File: src/rtl/pixart_sequencer.sv
// pixart_sequencer: autonomous init-then-poll scheduler for the Pixart IR camera over a
// transaction-level I2C master; decodes blob 1 into 10-bit x/y.
module pixart_sequencer #(
  parameter int INIT_GAP    = 1000,
  parameter int POLL_PERIOD = 5000,
  parameter int RETRY_GAP   = 20000,
  parameter int READ_BYTES  = 16
) (
  input  logic       clk,
  input  logic       reset,
  input  logic       enable,
  output logic       i2c_req,
  output logic       i2c_rw,
  output logic [7:0] i2c_reg,
  output logic [7:0] i2c_wdata,
  input  logic       i2c_busy,
  input  logic       i2c_done,
  input  logic       i2c_err,
  input  logic       i2c_rvalid,
  input  logic [7:0] i2c_rdata,
  output logic [9:0] x,
  output logic [9:0] y,
  output logic       blob_valid,
  output logic       frame_tick,
  output logic       init_done,
  output logic [7:0] err_count
);
  typedef enum logic [3:0] {
    S_IDLE, S_INIT_REQ, S_INIT_WAIT, S_INIT_GAP, S_RD_REQ, S_RD_WAIT, S_UPDATE, S_POLL_WAIT, S_ERROR
  } state_t;
  localparam logic [15:0] IG = 16'(INIT_GAP - 1);
  localparam logic [15:0] PP = 16'(POLL_PERIOD - 1);
  localparam logic [15:0] RG = 16'(RETRY_GAP - 1);
  localparam logic [7:0]  RB = 8'(READ_BYTES);
  state_t      state;
  logic [2:0]  idx;
  logic [15:0] cnt;
  logic [7:0]  bcnt, bcnt_n, xl, yl, s, err_inc;
  logic [15:0] init_word;
  always_comb begin
    init_word = idx == 3'd0 ? 16'h3001 : idx == 3'd1 ? 16'h3008 : idx == 3'd2 ? 16'h0690 :
                idx == 3'd3 ? 16'h08C0 : idx == 3'd4 ? 16'h1A40 : 16'h3333;
    bcnt_n    = (i2c_rvalid && bcnt < RB) ? bcnt + 8'd1 : bcnt;
    err_inc   = err_count + {7'd0, err_count != 8'hFF};
  end
  always_ff @(posedge clk or negedge reset) begin
    if (!reset) begin
      state      <= S_IDLE;
      idx        <= '0;
      cnt        <= '0;
      bcnt       <= '0;
      xl         <= '0;
      yl         <= '0;
      s          <= '0;
      i2c_req    <= 1'b0;
      i2c_rw     <= 1'b0;
      i2c_reg    <= '0;
      i2c_wdata  <= '0;
      x          <= '0;
      y          <= '0;
      blob_valid <= 1'b0;
      frame_tick <= 1'b0;
      init_done  <= 1'b0;
      err_count  <= '0;
    end else begin
      i2c_req    <= 1'b0;
      frame_tick <= 1'b0;
      cnt        <= cnt + 16'd1;
      // Disable only parks from states with no transaction in flight.
      if (!enable && state inside {S_INIT_REQ, S_INIT_GAP, S_RD_REQ, S_POLL_WAIT, S_ERROR}) begin
        state     <= S_IDLE;
        init_done <= 1'b0;
      end else begin
        case (state)
          S_IDLE: if (enable) begin
            idx   <= '0;
            state <= S_INIT_REQ;
          end
          S_INIT_REQ: if (!i2c_busy) begin
            i2c_req                <= 1'b1;
            i2c_rw                 <= 1'b0;
            {i2c_reg, i2c_wdata}   <= init_word;
            state                  <= S_INIT_WAIT;
          end
          S_INIT_WAIT: if (i2c_done) begin
            cnt <= '0;
            if (i2c_err) begin
              err_count <= err_inc;
              init_done <= 1'b0;
              state     <= S_ERROR;
            end else state <= S_INIT_GAP;
          end
          S_INIT_GAP: if (cnt == IG) begin
            if (idx == 3'd5) begin
              init_done <= 1'b1;
              state     <= S_RD_REQ;
            end else begin
              idx   <= idx + 3'd1;
              state <= S_INIT_REQ;
            end
          end
          S_RD_REQ: if (!i2c_busy) begin
            i2c_req   <= 1'b1;
            i2c_rw    <= 1'b1;
            i2c_reg   <= 8'h36;
            i2c_wdata <= 8'h00;
            bcnt      <= '0;
            state     <= S_RD_WAIT;
          end
          S_RD_WAIT: begin
            bcnt <= bcnt_n;
            if (i2c_rvalid && bcnt < RB) begin
              if (bcnt == 8'd1) xl <= i2c_rdata;
              if (bcnt == 8'd2) yl <= i2c_rdata;
              if (bcnt == 8'd3) s  <= i2c_rdata;
            end
            // A read too short to contain blob 1 is handled like a NACK.
            if (i2c_done) begin
              cnt <= '0;
              if (i2c_err || bcnt_n < 8'd4) begin
                err_count <= err_inc;
                init_done <= 1'b0;
                state     <= S_ERROR;
              end else state <= S_UPDATE;
            end
          end
          S_UPDATE: begin
            frame_tick <= 1'b1;
            cnt        <= '0;
            state      <= S_POLL_WAIT;
            if ({s, xl, yl} == 24'hFFFFFF) blob_valid <= 1'b0;
            else begin
              x          <= {s[5:4], xl};
              y          <= {s[7:6], yl};
              blob_valid <= 1'b1;
            end
          end
          S_POLL_WAIT: if (cnt == PP) state <= S_RD_REQ;
          S_ERROR: if (cnt == RG) begin
            idx   <= '0;
            state <= S_INIT_REQ;
          end
          default: state <= S_IDLE;
        endcase
      end
    end
  end
endmodule

File: config.mk
export PLATFORM = sky130hd
export DESIGN_NAME = pixart_sequencer
export DESIGN_NICKNAME = d
export VERILOG_FILES = /design/src/rtl/pixart_sequencer.sv
export SDC_FILE = /design/constraint.sdc
export NUM_CORES = 1
export LEC_CHECK = 0
export CAP_MARGIN = 20
export CELL_PAD_IN_SITES_DETAIL_PLACEMENT = 1
export CELL_PAD_IN_SITES_GLOBAL_PLACEMENT = 2
export CORE_ASPECT_RATIO = 0.7
export CORE_UTILIZATION = 39
export CTS_CLUSTER_SIZE = 14
export DETAILED_ROUTE_END_ITERATION = 10
export GPL_TIMING_DRIVEN = 0
export PLACE_DENSITY = 0.88
export RECOVER_POWER = 100
export SLEW_MARGIN = 20
export SYNTH_ARGS = -nofsm -noshare
export SYNTH_HDL_FRONTEND = slang
export SYNTH_SLANG_ARGS = --single-unit
File: constraint.sdc
create_clock -name clk -period 5.1 [get_ports clk]
set_clock_uncertainty 0.05 [all_clocks]
set_input_delay 1.53 -clock clk [delete_from_list [all_inputs] [get_ports clk]]
set_output_delay 1.53 -clock clk [all_outputs]
set_load 0.03 [all_outputs]
==> summary.json, run 1 <==
{
  "post_dp_cell_area_um2": 5570,
  "crit_required_ps": 5290,
  "first_pass_iters": 4,
  "synthArstFlopShare": 1.00,
  "start_util": 0.403,
  "nFillCells": 1270,
  "gr-usage-all-layers": 0.200,
  "final_antenna_net_count": 0,
  "ys_seq_area_frac": 0.518,
  "cts.reportedPaths.clkPinSlew_ps": 70,
  "peak_supply_drop_v": 0.000195,
  "synth_seq_cells": 98,
  "number_of_antenna_violations_at_the_first_check_in_global_routing": 0,
  "dpl_worst_slack_ps": 1520,
  "syn_avg_cell_area_um2": 11.2,
  "dp_hpwl_um": 8280,
  "finalWirelength_um": 11500,
  "layout.nets": 524,
  "cp_data_arrival_time_ps": 3900,
  "crit_path_top_delay_cell": "sky130_fd_sc_hd__dlygate4sd3_1",
  "top_regs": "cnt (16), x (10), y (10)",
  "failing_checks": "max-capacitance violations, max-slew violations",
  "syn-instance-count": 424,
  "yosysUniqueCellTypes": 57,
  "finalHoldViolCount": 0,
  "drive_gt1_frac": 0.149,
  "grt_pass1_wl_um": 19300,
  "min_delay_worst_type": "flop to flop",
  "largest_register_ffs": 16,
  "maxClockFrequency_mhz": 270,
  "clock-root-buffer": "sky130_fd_sc_hd__clkbuf_16",
  "core_um2": 11800,
  "final_core_utilization": 0.493,
  "worstPathCellList": "dlygate4sd3_1, nand3b_1, o21ai_0, and3b_1, o2111a_1, clkbuf_1, mux2_2",
  "htree_levels": 3,
  "ioPinCount": 64,
  "detailroute.via_count": 3495,
  "first_iter_violations": 206,
  "maximum_number_of_buffers_from_clock_root_to_sink": 2,
  "area.growth.synth_to_final_pct": 22.5,
  "n_antenna_cell": 0,
  "wl_per_cell_um": 17.5,
  "multi_input_comb_area_um2": 2080,
  "max-slew-margin-rel": -0.703,
  "timing.final.ws_setup_ps": 1390,
  "buffer_ports.inserted": 60,
  "hold_ws_ps": 417,
  "report.final.setup_viol": 0,
  "result_of_the_run": "finished with violations",
  "first_global_vias": 3645,
  "post_cts_resized": 0,
  "cts_tree": "built",
  "synth_edf_count": 0,
  "placedCellCount": 644,
  "numClockSinks": 98,
  "synthesis.yosys.warnings": 0,
  "unrepaired_setup_endpoints_after_global_routing": "false",
  "worst_setup_path_start_kind": "primary input",
  "fin_crit_sh": 0.727,
  "die_area_um2": 12600,
  "numCtsBuffers": 9,
  "dominantRegCellSynth": "sky130_fd_sc_hd__dfrtp_1",
  "timing.reg2reg.setup_slack_ps": 2360,
  "critPathMaxStageDelay_ps": 640,
  "place_congestion": 0.830,
  "area.sequential_um2": 2450,
  "drt-vias-per-instance": 5.30,
  "power_leakage_nw": 2.75,
  "overflow": 0,
  "floorplan.die.height_um": 94.2,
  "syn_area_um2": 4740,
  "worstSkewPairLatency_ps": 350,
  "maximum_net_fanout_on_the_critical_path": 10,
  "grt_start_max_net_pins": 55,
  "period_minus_slack_ps": 3710,
  "most_common_cell_after_layout_fill_and_taps_aside": "sky130_fd_sc_hd__dfrtp_1",
  "fp.dieW_um": 134,
  "final_cells": 660,
  "drcViolationCount": 0,
  "maxSlewViolCount": 45,
  "final_cell_area_um2": 5800,
  "placementRows": 33,
  "top_register": "cnt",
  "post-cts-setup-buffer-count": 0,
  "mostFrequentLayoutCells": "sky130_fd_sc_hd__dfrtp_1, sky130_fd_sc_hd__dlygate4sd3_1, sky130_fd_sc_hd__mux2_2, sky130_fd_sc_hd__nand2_1, sky130_fd_sc_hd__nor2_1",
  "worstMarginPinSlew_ps": 2550,
  "hold_buffers": 0,
  "power_per_cell_area_nw_per_um2": 379,
  "path_class": "primary input to flop",
  "timing.max_cap.violations": 1,
  "critPathCaptureType": "flop"
}
-- final timing paths --
check,start,end,cells past startpoint
hold reg to reg,cnt[0],cnt[0],1
min in group asynchronous,reset,i2c_wdata[4],1
hold / removal,cnt[0],cnt[0],1
max in group asynchronous,reset,cnt[6],1
setup / recovery,i2c_rvalid,err_count[1],7
setup reg to reg,state[1],x[7],6
-- per-layer routing --
layer	part of all wire	track usage	wire length, um
met2	0.45	0.297	5150
met3	0.038	0.0496	437
met5	0	0	0
met4	0.013	0.0597	149
met1	0.50	0.285	5800
-- through the flow --
stage / TNS (ps) / total power (W)
detailed placement: 0 / 0.00156
global route: 0 / 0.00232
finish: 0 / 0.00220
floorplan: 0 / 0.00133
CTS: 0 / 0.00224
global placement: -117610 / 0.00153
-- cell usage after synthesis, types with 3 or more instances --
cell type                  count  area (um2)
sky130_fd_sc_hd__ha_1         11         138
sky130_fd_sc_hd__o21ai_0      19        95.1
sky130_fd_sc_hd__mux2i_1       4        40.0
sky130_fd_sc_hd__and3_1        4        25.0
sky130_fd_sc_hd__a21o_1        3        22.5
sky130_fd_sc_hd__a21oi_1      13        65.1
sky130_fd_sc_hd__nand2_1      32         120
sky130_fd_sc_hd__or3_1         4        25.0
sky130_fd_sc_hd__nor4_1        7        43.8
sky130_fd_sc_hd__dfrtp_1      98        2450
sky130_fd_sc_hd__nor3_1       10        50.1
sky130_fd_sc_hd__nor2b_1       9        56.3
sky130_fd_sc_hd__and2_1        6        37.5
sky130_fd_sc_hd__inv_1        15        56.3
sky130_fd_sc_hd__xor2_1        8        70.1
sky130_fd_sc_hd__clkbuf_1      8        30.0
sky130_fd_sc_hd__nand2_4       3        33.8
sky130_fd_sc_hd__xnor2_1      12         105
sky130_fd_sc_hd__nor2_1       27         101
sky130_fd_sc_hd__a22o_1        4        35.0
sky130_fd_sc_hd__nand4_1      20         125
sky130_fd_sc_hd__mux2_2       45         507
sky130_fd_sc_hd__a31oi_1       4        25.0
sky130_fd_sc_hd__nand3_1       7        35.0
sky130_fd_sc_hd__buf_2         4        20.0
sky130_fd_sc_hd__buf_4         6        45.0
sky130_fd_sc_hd__o31ai_1       4        30.0
-- power breakdown --
group	internal, W	switching (W)
clock network	0.000346	0.000332
registers	0.000851	0.0000739
logic	0.000233	0.000364
total	0.00143	0.000770
-- worst max-delay path: cells and delay by family --
kind,cells,cell delay [ps]
AO/OA/AOI/OAI,2,450
buffers and inverters,2,1080
multiplexers,1,390
AND/OR/NAND/NOR,2,450
-- final cells by class --
type                    instances  area share
plain buffers                  20      0.0170
inverters                      15     0.00971
clock inverters                 7      0.0119
well taps                     157      0.0339
clock buffers                   9      0.0388
flip-flops and latches         98       0.423
repair buffers                 61       0.107
multi-input cells             293       0.359
-- cell families after synthesis --
logic type      share of synthesized area
mux                                 0.118
xor+xnor                           0.0370
fa+ha+maj                          0.0291
buf+inv                            0.0351
simple gates                        0.167
flops                               0.518
other cells                      0.000792
compound gates                     0.0959
Note: power is estimated with default switching activity, not from simulation.
==> run 2: changes to the inputs <==
Settings changed: CORE_UTILIZATION 39 to 36, PLACE_DENSITY 0.88 to 0.82.
Clock period 5.1 ns to 3.7 ns, I/O delays scaled along.
==> run 2 against run 1 <==
Sequential share of layout area is 0.17 points lower. Critical path depth decreased by 1. The run ends with design-rule violations left. Die area is 8.2% higher. Final area is 0.41% higher. First-iteration DRC count shrank 5.8%. Via count fell by 0.86%. Total power is 37% higher. Sequential power grew 38%. Combinational power increased by 37%. Register-to-register slack worse by 1400 ps. Largest cell class unchanged. Setup slack lost 850 ps. Flip-flop and latch count stayed put.
==> summary.json, run 2 (synthesis gave the netlist of run 1 again) <==
{
  "peak_supply_drop_v": 0.000311,
  "buffer_ports.inserted": 60,
  "final_antenna_net_count": 0,
  "post-cts-setup-buffer-count": 0,
  "place_congestion": 0.835,
  "power_per_cell_area_nw_per_um2": 516,
  "largest_register_ffs": 16,
  "drive_gt1_frac": 0.157,
  "core_um2": 12600,
  "die_area_um2": 13600,
  "finalWirelength_um": 11300,
  "unrepaired_setup_endpoints_after_global_routing": "false",
  "worstMarginPinSlew_ps": 1250,
  "dp_hpwl_um": 8420,
  "power_leakage_nw": 2.79,
  "worstSkewPairLatency_ps": 340,
  "start_util": 0.375,
  "area.growth.synth_to_final_pct": 23.0,
  "gr-usage-all-layers": 0.182,
  "first_global_vias": 3670,
  "fin_crit_sh": 0.854,
  "number_of_antenna_violations_at_the_first_check_in_global_routing": 0,
  "result_of_the_run": "finished with violations",
  "detailroute.via_count": 3465,
  "ioPinCount": 64,
  "min_delay_worst_type": "flop to flop",
  "n_antenna_cell": 0,
  "crit_path_top_delay_cell": "sky130_fd_sc_hd__dlygate4sd3_1",
  "setup-tns-final_ps": 0,
  "finalHoldViolCount": 0,
  "top_regs": "cnt (16), x (10), y (10)",
  "final_cells": 665,
  "critPathMaxStageDelay_ps": 640,
  "fp.dieW_um": 139,
  "critPathCaptureType": "flop",
  "wl_per_cell_um": 17.0,
  "overflow": 0,
  "placedCellCount": 649,
  "crit_required_ps": 3880,
  "maximum_net_fanout_on_the_critical_path": 8,
  "path_class": "primary input to flop",
  "htree_levels": 3,
  "numCtsBuffers": 9,
  "max-slew-margin-rel": 0.170,
  "drt-vias-per-instance": 5.21,
  "worst_setup_path_start_kind": "primary input",
  "timing.critical_path.max_delay_family": "simple AND/OR/NAND/NOR gates",
  "most_common_cell_after_layout_fill_and_taps_aside": "sky130_fd_sc_hd__dfrtp_1",
  "first_pass_iters": 8,
  "cts.reportedPaths.clkPinSlew_ps": 70,
  "bufs_and_invs_on_worst_path": 1,
  "drcViolationCount": 4,
  "floorplan.die.height_um": 98.0,
  "top_register": "cnt",
  "worstPathCellList": "dlygate4sd3_1, nor3b_1, nand3_1, nor3_4, nand2_4, mux2_1",
  "mostFrequentLayoutCells": "sky130_fd_sc_hd__dfrtp_1, sky130_fd_sc_hd__dlygate4sd3_1, sky130_fd_sc_hd__mux2_2, sky130_fd_sc_hd__nand2_1, sky130_fd_sc_hd__nor2_1",
  "maxClockFrequency_mhz": 317,
  "cts_tree": "built",
  "layout.nets": 524,
  "grt_pass1_wl_um": 19700,
  "maximum_number_of_buffers_from_clock_root_to_sink": 2,
  "first_iter_violations": 194,
  "report.final.setup_viol": 0,
  "timing.reg2reg.setup_slack_ps": 960,
  "failing_checks": "design-rule violations",
  "cp_data_arrival_time_ps": 3340,
  "grt_start_max_net_pins": 78,
  "timing.max_cap.violations": 0,
  "hold_buffers": 0,
  "placementRows": 34,
  "period_minus_slack_ps": 3160,
  "numClockSinks": 98,
  "post_cts_resized": 0,
  "clock-root-buffer": "sky130_fd_sc_hd__clkbuf_16",
  "maxSlewViolCount": 0
}
## run 2: cell type report
cell class | count | area [um2]
clock buffer | 9 | 225
inverter | 15 | 56.3
buffer | 20 | 106
sequential | 98 | 2450
clock inverter | 7 | 70.1
tap | 162 | 203
timing repair buffer | 61 | 602
fill | 1370 | 6810
multi-input combinational | 293 | 2110
## run 2: power by group
part	switching, W	internal [W]	total [W]
clock	0.000435	0.000475	0.000910
sequential	0.000103	0.00117	0.00128
combinational	0.000498	0.000319	0.000818
total	0.00104	0.00197	0.00300
## run 2: routing by layer
layer,GRT usage,vias up,routed length (um)
met3,0.0348,8,266
li1,-,1659,-
met2,0.279,50,5150
met5,0,-,0
met1,0.267,1748,5820
met4,0.0436,0,76
## run 2: path summary, 6_finish.rpt
path                            depth (start not counted)          to        from
worst min-delay path                                    1      cnt[0]      cnt[0]
worst max register to register                          6        x[7]    state[1]
worst min register to register                          1      cnt[0]      cnt[0]
worst max-delay path                                    6       yl[6]  i2c_rvalid
min in group asynchronous                               1  i2c_reg[0]       reset
max in group asynchronous                               2       xl[6]       reset
## run 2: per-stage QoR
step	util	power (W)	hold WS, ps	instance area (um2)	setup WS, ps
after floorplan	-	0.00184	383	4740	1320
after global placement	0.439	0.00212	401	5550	-2180
after detailed placement	0.441	0.00215	411	5580	503
after CTS	0.465	0.00307	416	5870	861
after global routing	0.461	0.00318	437	5820	388
final	0.461	0.00300	414	5820	541
